===== src/rtl/obc_dft_bitserial_ctrl_if.sv =====
// Bus between one DFT bin sequencer and its surroundings: sample-set intake, slice/partial-sum ROM loop, result output.
// master = upstream/ROM bank/downstream side, slave = the sequencer.
interface obc_dft_bitserial_ctrl_if #(
    parameter int DATA_W = 16,
    parameter int SUM_W  = 35,
    parameter int OUT_W  = 32
);
    logic                    in_valid;
    logic                    in_ready;
    logic [16*DATA_W-1:0]    in_samples;
    logic signed [SUM_W-1:0] offset;
    logic [15:0]             bit_slice;
    logic                    slice_valid;
    logic signed [SUM_W-1:0] partial_sum;
    logic                    out_valid;
    logic                    out_ready;
    logic signed [OUT_W-1:0] out_data;

    modport master (
        output in_valid, in_samples, offset, partial_sum, out_ready,
        input  in_ready, bit_slice, slice_valid, out_valid, out_data
    );

    modport slave (
        input  in_valid, in_samples, offset, partial_sum, out_ready,
        output in_ready, bit_slice, slice_valid, out_valid, out_data
    );
endinterface


===== src/rtl/obc_dft_bitserial_ctrl.sv =====
// OBC distributed-arithmetic DFT bin sequencer: MSB-first bit-slices out, shift-accumulate partial sums in.
// Latency: first slice one cycle after acceptance, result DATA_W+1 cycles after acceptance.
// Backpressure: result held until out_ready; a new set may be accepted on the retiring edge. OBC_ROUND_EN adds round-half-up.
module obc_dft_bitserial_ctrl #(
    parameter int DATA_W     = 16,
    parameter int SUM_W      = 35,
    parameter int FRAC_SHIFT = 21,
    parameter int OUT_W      = 32
) (
    input  logic                    clk,
    input  logic                    rst_n,
    input  logic                    flush,
    output logic                    busy,
    obc_dft_bitserial_ctrl_if.slave bus
);
    localparam int ACC_W  = SUM_W + DATA_W;
    localparam int FIN_W  = ACC_W + 2;
    localparam int CNT_W  = (DATA_W > 1) ? $clog2(DATA_W) : 1;
    localparam int RND_SH = (FRAC_SHIFT > 0) ? FRAC_SHIFT - 1 : 0;
    localparam logic [CNT_W-1:0] CNT_LAST = CNT_W'(DATA_W - 1);

    typedef enum logic [1:0] {S_IDLE, S_RUN, S_DONE} state_t;

    state_t                  state_q, state_d;
    logic [CNT_W-1:0]        cnt_q, cnt_d;
    logic signed [ACC_W-1:0] acc_q, acc_d;
    logic [16*DATA_W-1:0]    samp_q, samp_d;
    logic signed [SUM_W-1:0] off_q, off_d;
    logic                    out_vld_q, out_vld_d;
    logic signed [OUT_W-1:0] out_dat_q, out_dat_d;

    logic                    in_rdy;
    logic                    accept;
    logic [CNT_W-1:0]        bit_idx;
    logic signed [ACC_W-1:0] ps_ext;
    logic signed [ACC_W-1:0] acc_upd;
    logic signed [FIN_W-1:0] fin_sum;
    logic signed [FIN_W-1:0] fin_shift;

    assign in_rdy  = !flush && ((state_q == S_IDLE) || ((state_q == S_DONE) && bus.out_ready));
    assign accept  = bus.in_valid && in_rdy;
    assign bit_idx = CNT_LAST - cnt_q;

    // The MSB slice carries negative weight in two's complement, hence the negation at cnt 0.
    assign ps_ext  = {{DATA_W{bus.partial_sum[SUM_W-1]}}, bus.partial_sum};
    assign acc_upd = (cnt_q == '0) ? -ps_ext : ((acc_q <<< 1) + ps_ext);

    always_comb begin
        fin_sum = FIN_W'(acc_upd) + FIN_W'(off_q);
`ifdef OBC_ROUND_EN
        if (FRAC_SHIFT > 0) begin
            fin_sum = fin_sum + (FIN_W'(1) <<< RND_SH);
        end
`endif
        fin_shift = fin_sum >>> FRAC_SHIFT;
    end

    always_comb begin
        bus.bit_slice = '0;
        if (state_q == S_RUN) begin
            for (int k = 0; k < 16; k++) begin
                bus.bit_slice[k] = samp_q[k*DATA_W + int'(bit_idx)];
            end
        end
    end

    always_comb begin
        state_d   = state_q;
        cnt_d     = cnt_q;
        acc_d     = acc_q;
        samp_d    = samp_q;
        off_d     = off_q;
        out_vld_d = out_vld_q;
        out_dat_d = out_dat_q;
        if (flush) begin
            state_d   = S_IDLE;
            cnt_d     = '0;
            acc_d     = '0;
            out_vld_d = 1'b0;
        end else begin
            case (state_q)
                S_IDLE: begin
                    if (accept) begin
                        samp_d  = bus.in_samples;
                        off_d   = bus.offset;
                        cnt_d   = '0;
                        state_d = S_RUN;
                    end
                end
                S_RUN: begin
                    acc_d = acc_upd;
                    cnt_d = cnt_q + CNT_W'(1);
                    if (cnt_q == CNT_LAST) begin
                        state_d   = S_DONE;
                        out_vld_d = 1'b1;
                        out_dat_d = OUT_W'(fin_shift);
                    end
                end
                S_DONE: begin
                    if (bus.out_ready) begin
                        out_vld_d = 1'b0;
                        state_d   = S_IDLE;
                        if (accept) begin
                            samp_d  = bus.in_samples;
                            off_d   = bus.offset;
                            cnt_d   = '0;
                            state_d = S_RUN;
                        end
                    end
                end
                default: state_d = S_IDLE;
            endcase
        end
    end

    always_ff @(posedge clk or negedge rst_n) begin
        if (!rst_n) begin
            state_q   <= S_IDLE;
            cnt_q     <= '0;
            acc_q     <= '0;
            samp_q    <= '0;
            off_q     <= '0;
            out_vld_q <= 1'b0;
            out_dat_q <= '0;
        end else begin
            state_q   <= state_d;
            cnt_q     <= cnt_d;
            acc_q     <= acc_d;
            samp_q    <= samp_d;
            off_q     <= off_d;
            out_vld_q <= out_vld_d;
            out_dat_q <= out_dat_d;
        end
    end

    assign bus.in_ready    = in_rdy;
    assign bus.slice_valid = (state_q == S_RUN);
    assign bus.out_valid   = out_vld_q;
    assign bus.out_data    = out_dat_q;
    assign busy            = (state_q != S_IDLE);
endmodule


===== src/flat_wrapper.sv =====
// flat-port wrapper written by rule: the top's interface ports become plain ports
module obc_dft_bitserial_ctrl_flat 
#(
    parameter int DATA_W     = 16,
    parameter int SUM_W      = 35,
    parameter int FRAC_SHIFT = 21,
    parameter int OUT_W      = 32
)
  (clk, rst_n, flush, busy, bus_in_valid, bus_in_samples, bus_offset, bus_partial_sum, bus_out_ready, bus_in_ready, bus_bit_slice, bus_slice_valid, bus_out_valid, bus_out_data);
  obc_dft_bitserial_ctrl_if #(.DATA_W(DATA_W), .SUM_W(SUM_W), .OUT_W(OUT_W)) bus_i ();
  input  logic clk;
  input  logic rst_n;
  input  logic flush;
  output logic busy;
  input wire logic [$bits(bus_i.in_valid)-1:0] bus_in_valid;
  input wire logic [$bits(bus_i.in_samples)-1:0] bus_in_samples;
  input wire logic [$bits(bus_i.offset)-1:0] bus_offset;
  input wire logic [$bits(bus_i.partial_sum)-1:0] bus_partial_sum;
  input wire logic [$bits(bus_i.out_ready)-1:0] bus_out_ready;
  output wire logic [$bits(bus_i.in_ready)-1:0] bus_in_ready;
  output wire logic [$bits(bus_i.bit_slice)-1:0] bus_bit_slice;
  output wire logic [$bits(bus_i.slice_valid)-1:0] bus_slice_valid;
  output wire logic [$bits(bus_i.out_valid)-1:0] bus_out_valid;
  output wire logic [$bits(bus_i.out_data)-1:0] bus_out_data;
  assign bus_i.in_valid = bus_in_valid;
  assign bus_i.in_samples = bus_in_samples;
  assign bus_i.offset = bus_offset;
  assign bus_i.partial_sum = bus_partial_sum;
  assign bus_i.out_ready = bus_out_ready;
  assign bus_in_ready = bus_i.in_ready;
  assign bus_bit_slice = bus_i.bit_slice;
  assign bus_slice_valid = bus_i.slice_valid;
  assign bus_out_valid = bus_i.out_valid;
  assign bus_out_data = bus_i.out_data;
  obc_dft_bitserial_ctrl #(.DATA_W(DATA_W), .SUM_W(SUM_W), .FRAC_SHIFT(FRAC_SHIFT), .OUT_W(OUT_W)) u_core (.clk(clk), .rst_n(rst_n), .flush(flush), .busy(busy), .bus(bus_i));
endmodule

===== config.mk =====
export PLATFORM = sky130hd
export DESIGN_NAME = obc_dft_bitserial_ctrl_flat
export DESIGN_NICKNAME = d
export VERILOG_FILES = /design/src/rtl/obc_dft_bitserial_ctrl_if.sv /design/src/rtl/obc_dft_bitserial_ctrl.sv /design/src/flat_wrapper.sv
export SDC_FILE = /design/constraint.sdc
export NUM_CORES = 1
export LEC_CHECK = 0
export CAP_MARGIN = 40
export CORE_ASPECT_RATIO = 1.75
export CORE_MARGIN = 1.5
export CORE_UTILIZATION = 54
export DETAILED_ROUTE_END_ITERATION = 6
export PLACE_DENSITY = 0.87
export SYNTH_ARGS = -nofsm -noshare
export SYNTH_HDL_FRONTEND = slang
export SYNTH_SLANG_ARGS = --single-unit

===== constraint.sdc =====
create_clock -name clk -period 6.4 [get_ports clk]
set_input_delay 1.92 -clock clk [delete_from_list [all_inputs] [get_ports clk]]
set_output_delay 1.92 -clock clk [all_outputs]
set_load 0.1 [all_outputs]

==> metrics.cfg <==
[setup_path]
cpMaxStageDelayCell=clkdlybuf4s50_1
crit_buf_inv=3
worstSetupEndpointType=flip-flop
path_cells=clkdlybuf4s50_1 > ha_1 > a21oi_2 > o21ai_1 > a211oi_1 > a221oi_2 > nor4b_1 > nor2_2 > buf_4 > a21oi_2 > xor2_1 > a21oi_4 > ha_2 > buf_4 > o21bai_1 > a21o_1 > nand2_1 > nand2_1 > a21oi_1 > o31a_1 > or2_2 > a21o_1
cp_max_fo=5
path_class=input port to flip-flop
path_delay_family=compound AO/OA/AOI/OAI gates
critPathMaxStageDelay_ns=0.49
critPathRequiredTime_ns=6.85
start_kind=input port
cp.arrival_ns=6.70

[synth]
syn_area_per_cell_um2=11.0
synthArstFlopShare=1.00
ys_ff_latch=379
synth.distinct_cells=85
netlist_area_um2=22600
synth_top_area_share=0.419
yosysWarnings=0
synthCells=2055
syn_nets=2491
ys_seq_area_frac=0.419
synth_flop_cell=dfrtp_1
synth-edff-count=0
synth_area_leaders=dfrtp_1 42%, mux2_2 15%, mux4_2 8.0%
yosys.area.top_type=dfrtp_1

[worst_hold_path]
hp-class=flip-flop to flip-flop

[placed_design]
pre_cts_slack_ns=-0.988
dp.final_hpwl_um=64200
io_buffers=382
gp_congestion=1.07

[clocking]
clkTransAtPathRegs_ns=0.07
cts_hold_buf=0
cts_tree=yes
cts_root_buf=clkbuf_16
htreeDepth=2
clockBufferDepth=3
clk-insertion-delay-late_ns=0.56
cts_inserted_buffers=38
clkSinkCount=379

[die]
coreArea_um2=41500
die_y_um=274
start_util=0.546
ios=383
rows=99
die-area_um2=43200
die_width_um=158

[routing]
routed_wl_um=90900
route.vias.total=21100
drc_errors=0
antenna_left=0
wl_per_cell_um=26.9
routed_via_density=6.25
drt_iter0_markers=1505
dr.pass1.iters=5

[power_and_ir_drop]
vdd_ir_drop_max_uv=294
powerDensity_nw_per_um2=304
leakagePower_uw=0.0140

[global_routing]
antenna_found_initial=23
grt_max_degree=123
grt_pass1_wl_um=132000
track_usage=0.417
grt_pass1_vias=22900
gr-total-overflow=0

[timing]
layout_setup_ws_ns=0.152
finalCritPeriodShare=0.976
holdWs_ns=0.490
finClkSkew_ns=0.0167
setup_violations=0
hold_violations=0
slew_violations=0
fmax_mhz=160
slew_headroom=0.325
worst_pin_slew_ns=1.00
finalCriticalPeriod_ns=6.25

[cells_and_area]
areaGrowthSynthToFinish_pct=42.5
drive_above_1_share=0.356
fin_nets=3209
final_cell_mix=388 x buf_4, 377 x dfrtp_1, 352 x clkdlybuf4s50_1, 293 x mux2_2, 152 x nand2_1
layout.cells.most_common=buf_4
n_fill_cell=2448

[outcome]
outcome=completed

[job]
max_cap_viol_count=0

## cell usage after synthesis, types with 5 or more instances
cell type,number
nand2_1,157
or3_1,9
nor3_1,34
nand3_1,28
nand3b_1,6
mux2_2,294
a21o_1,42
ha_1,104
clkbuf_1,95
xnor2_1,55
nor2_1,130
xor2_1,40
nand2b_1,17
and2_1,23
dfrtp_1,379
mux4_2,80
nand4_1,24
inv_1,34
nor2b_1,14
o21a_1,13
o211a_1,5
nor4_1,12
o21ai_0,108
buf_1,13
o31ai_1,7
a211oi_1,14
buf_2,8
a311oi_1,8
and3_1,22
or2_2,8
o21ai_1,9
mux2i_1,12
o21bai_1,19
a21oi_1,138
a31oi_1,13
## repair_timing
item,CTS,global route
buffers inserted,1,8
endpoints found under the setup margin,14,24
cloned,0,0
resized for setup,20,105
pin swaps,6,44
## cell families (layout without fill, tap and decap cells)
group / after synthesis / count (layout) / share of synthesized area
AO/OA/AOI/OAI: 432 / 432 / 0.121
adder cells (fa/ha/maj): 105 / 105 / 0.0583
flip-flops: 379 / 379 / 0.419
AND/OR/NAND/NOR: 504 / 504 / 0.108
multiplexers: 386 / 386 / 0.231
XOR/XNOR: 95 / 95 / 0.0367
other: 0 / 21 / 0
buffers and inverters: 154 / 900 / 0.0267
## state kept, by name (all words and copies together), names as in the netlist
| name | cells |
|---|---|
| u_core.cnt_q | 4 |
| u_core.bus.out_valid | 1 |
| u_core.bus.out_data | 31 |
| u_core.samp_q | 256 |
| u_core.off_q | 35 |
| u_core.state_q | 2 |
| u_core.acc_q | 50 |
## final timing paths
| path | from | endpoint | slack (ns) | cells after the start |
|---|---|---|---|---|
| min in group asynchronous | rst_n | u_core.samp_q[15]$_DFFE_PN0P_ | 1.43 | 1 |
| min | u_core.bus.out_data[16]$_DFFE_PN0P_ | u_core.bus.out_data[16]$_DFFE_PN0P_ | 0.49 | 2 |
| max | bus_partial_sum[21] | u_core.bus.out_data[27]$_DFFE_PN0P_ | 0.15 | 22 |
| max in group asynchronous | rst_n | u_core.acc_q[25]$_DFFE_PN0N_ | 3.60 | 2 |
| max reg2reg | u_core.cnt_q[0]$_DFFE_PN0P_ | u_core.bus.out_data[27]$_DFFE_PN0P_ | 1.25 | 16 |
| min reg2reg | u_core.bus.out_data[16]$_DFFE_PN0P_ | u_core.bus.out_data[16]$_DFFE_PN0P_ | 0.49 | 2 |
## per-stage QoR
step	util	cell area (um^2)	std cells	total power (uW)	setup TNS (ns)
global route	0.778	32300	3375	10200	-0.581
CTS	0.764	31700	3346	9500	0
finish	0.778	32300	3377	9800	0
global placement	0.711	29500	3240	6710	-12.72
floorplan	-	22600	2055	5190	0
detailed placement	0.729	30300	3277	6960	-15.62
## power by group
| group | internal [uW] | total, uW | switching (uW) |
|---|---|---|---|
| Clock | 1410 | 2460 | 1050 |
| Combinational | 2020 | 4100 | 2080 |
| Sequential | 2840 | 3240 | 392 |
| Total | 6270 | 9800 | 3520 |
## tightest hold or removal path: cells and delay by family, from the launching register on
kind               cells  cell delay [ns]
AOI/OAI and AO/OA      1             0.06
DFF                    1             0.34
and+or+nand+nor        1             0.05
## metal layers
layer | wire, um | track usage | share of wire
met1 | 27100 | 0.391 | 0.30
met2 | 46200 | 0.723 | 0.51
met3 | 6890 | 0.107 | 0.076
met4 | 10700 | 0.398 | 0.12
met5 | 42 | 0 | 0.00046
## final cells by class
type                       count  area, um^2  share of cell area
multi-input combinational   1522       13100               0.405
sequential                   379        9490               0.294
timing repair buffer         798        7480               0.232
clock buffer                  46        1030              0.0319
tap                          555         694              0.0215
clock inverter                22         315             0.00977
inverter                      34         128             0.00395
antenna                       21        52.6             0.00163
Note: power is estimated with default switching activity, not from simulation.
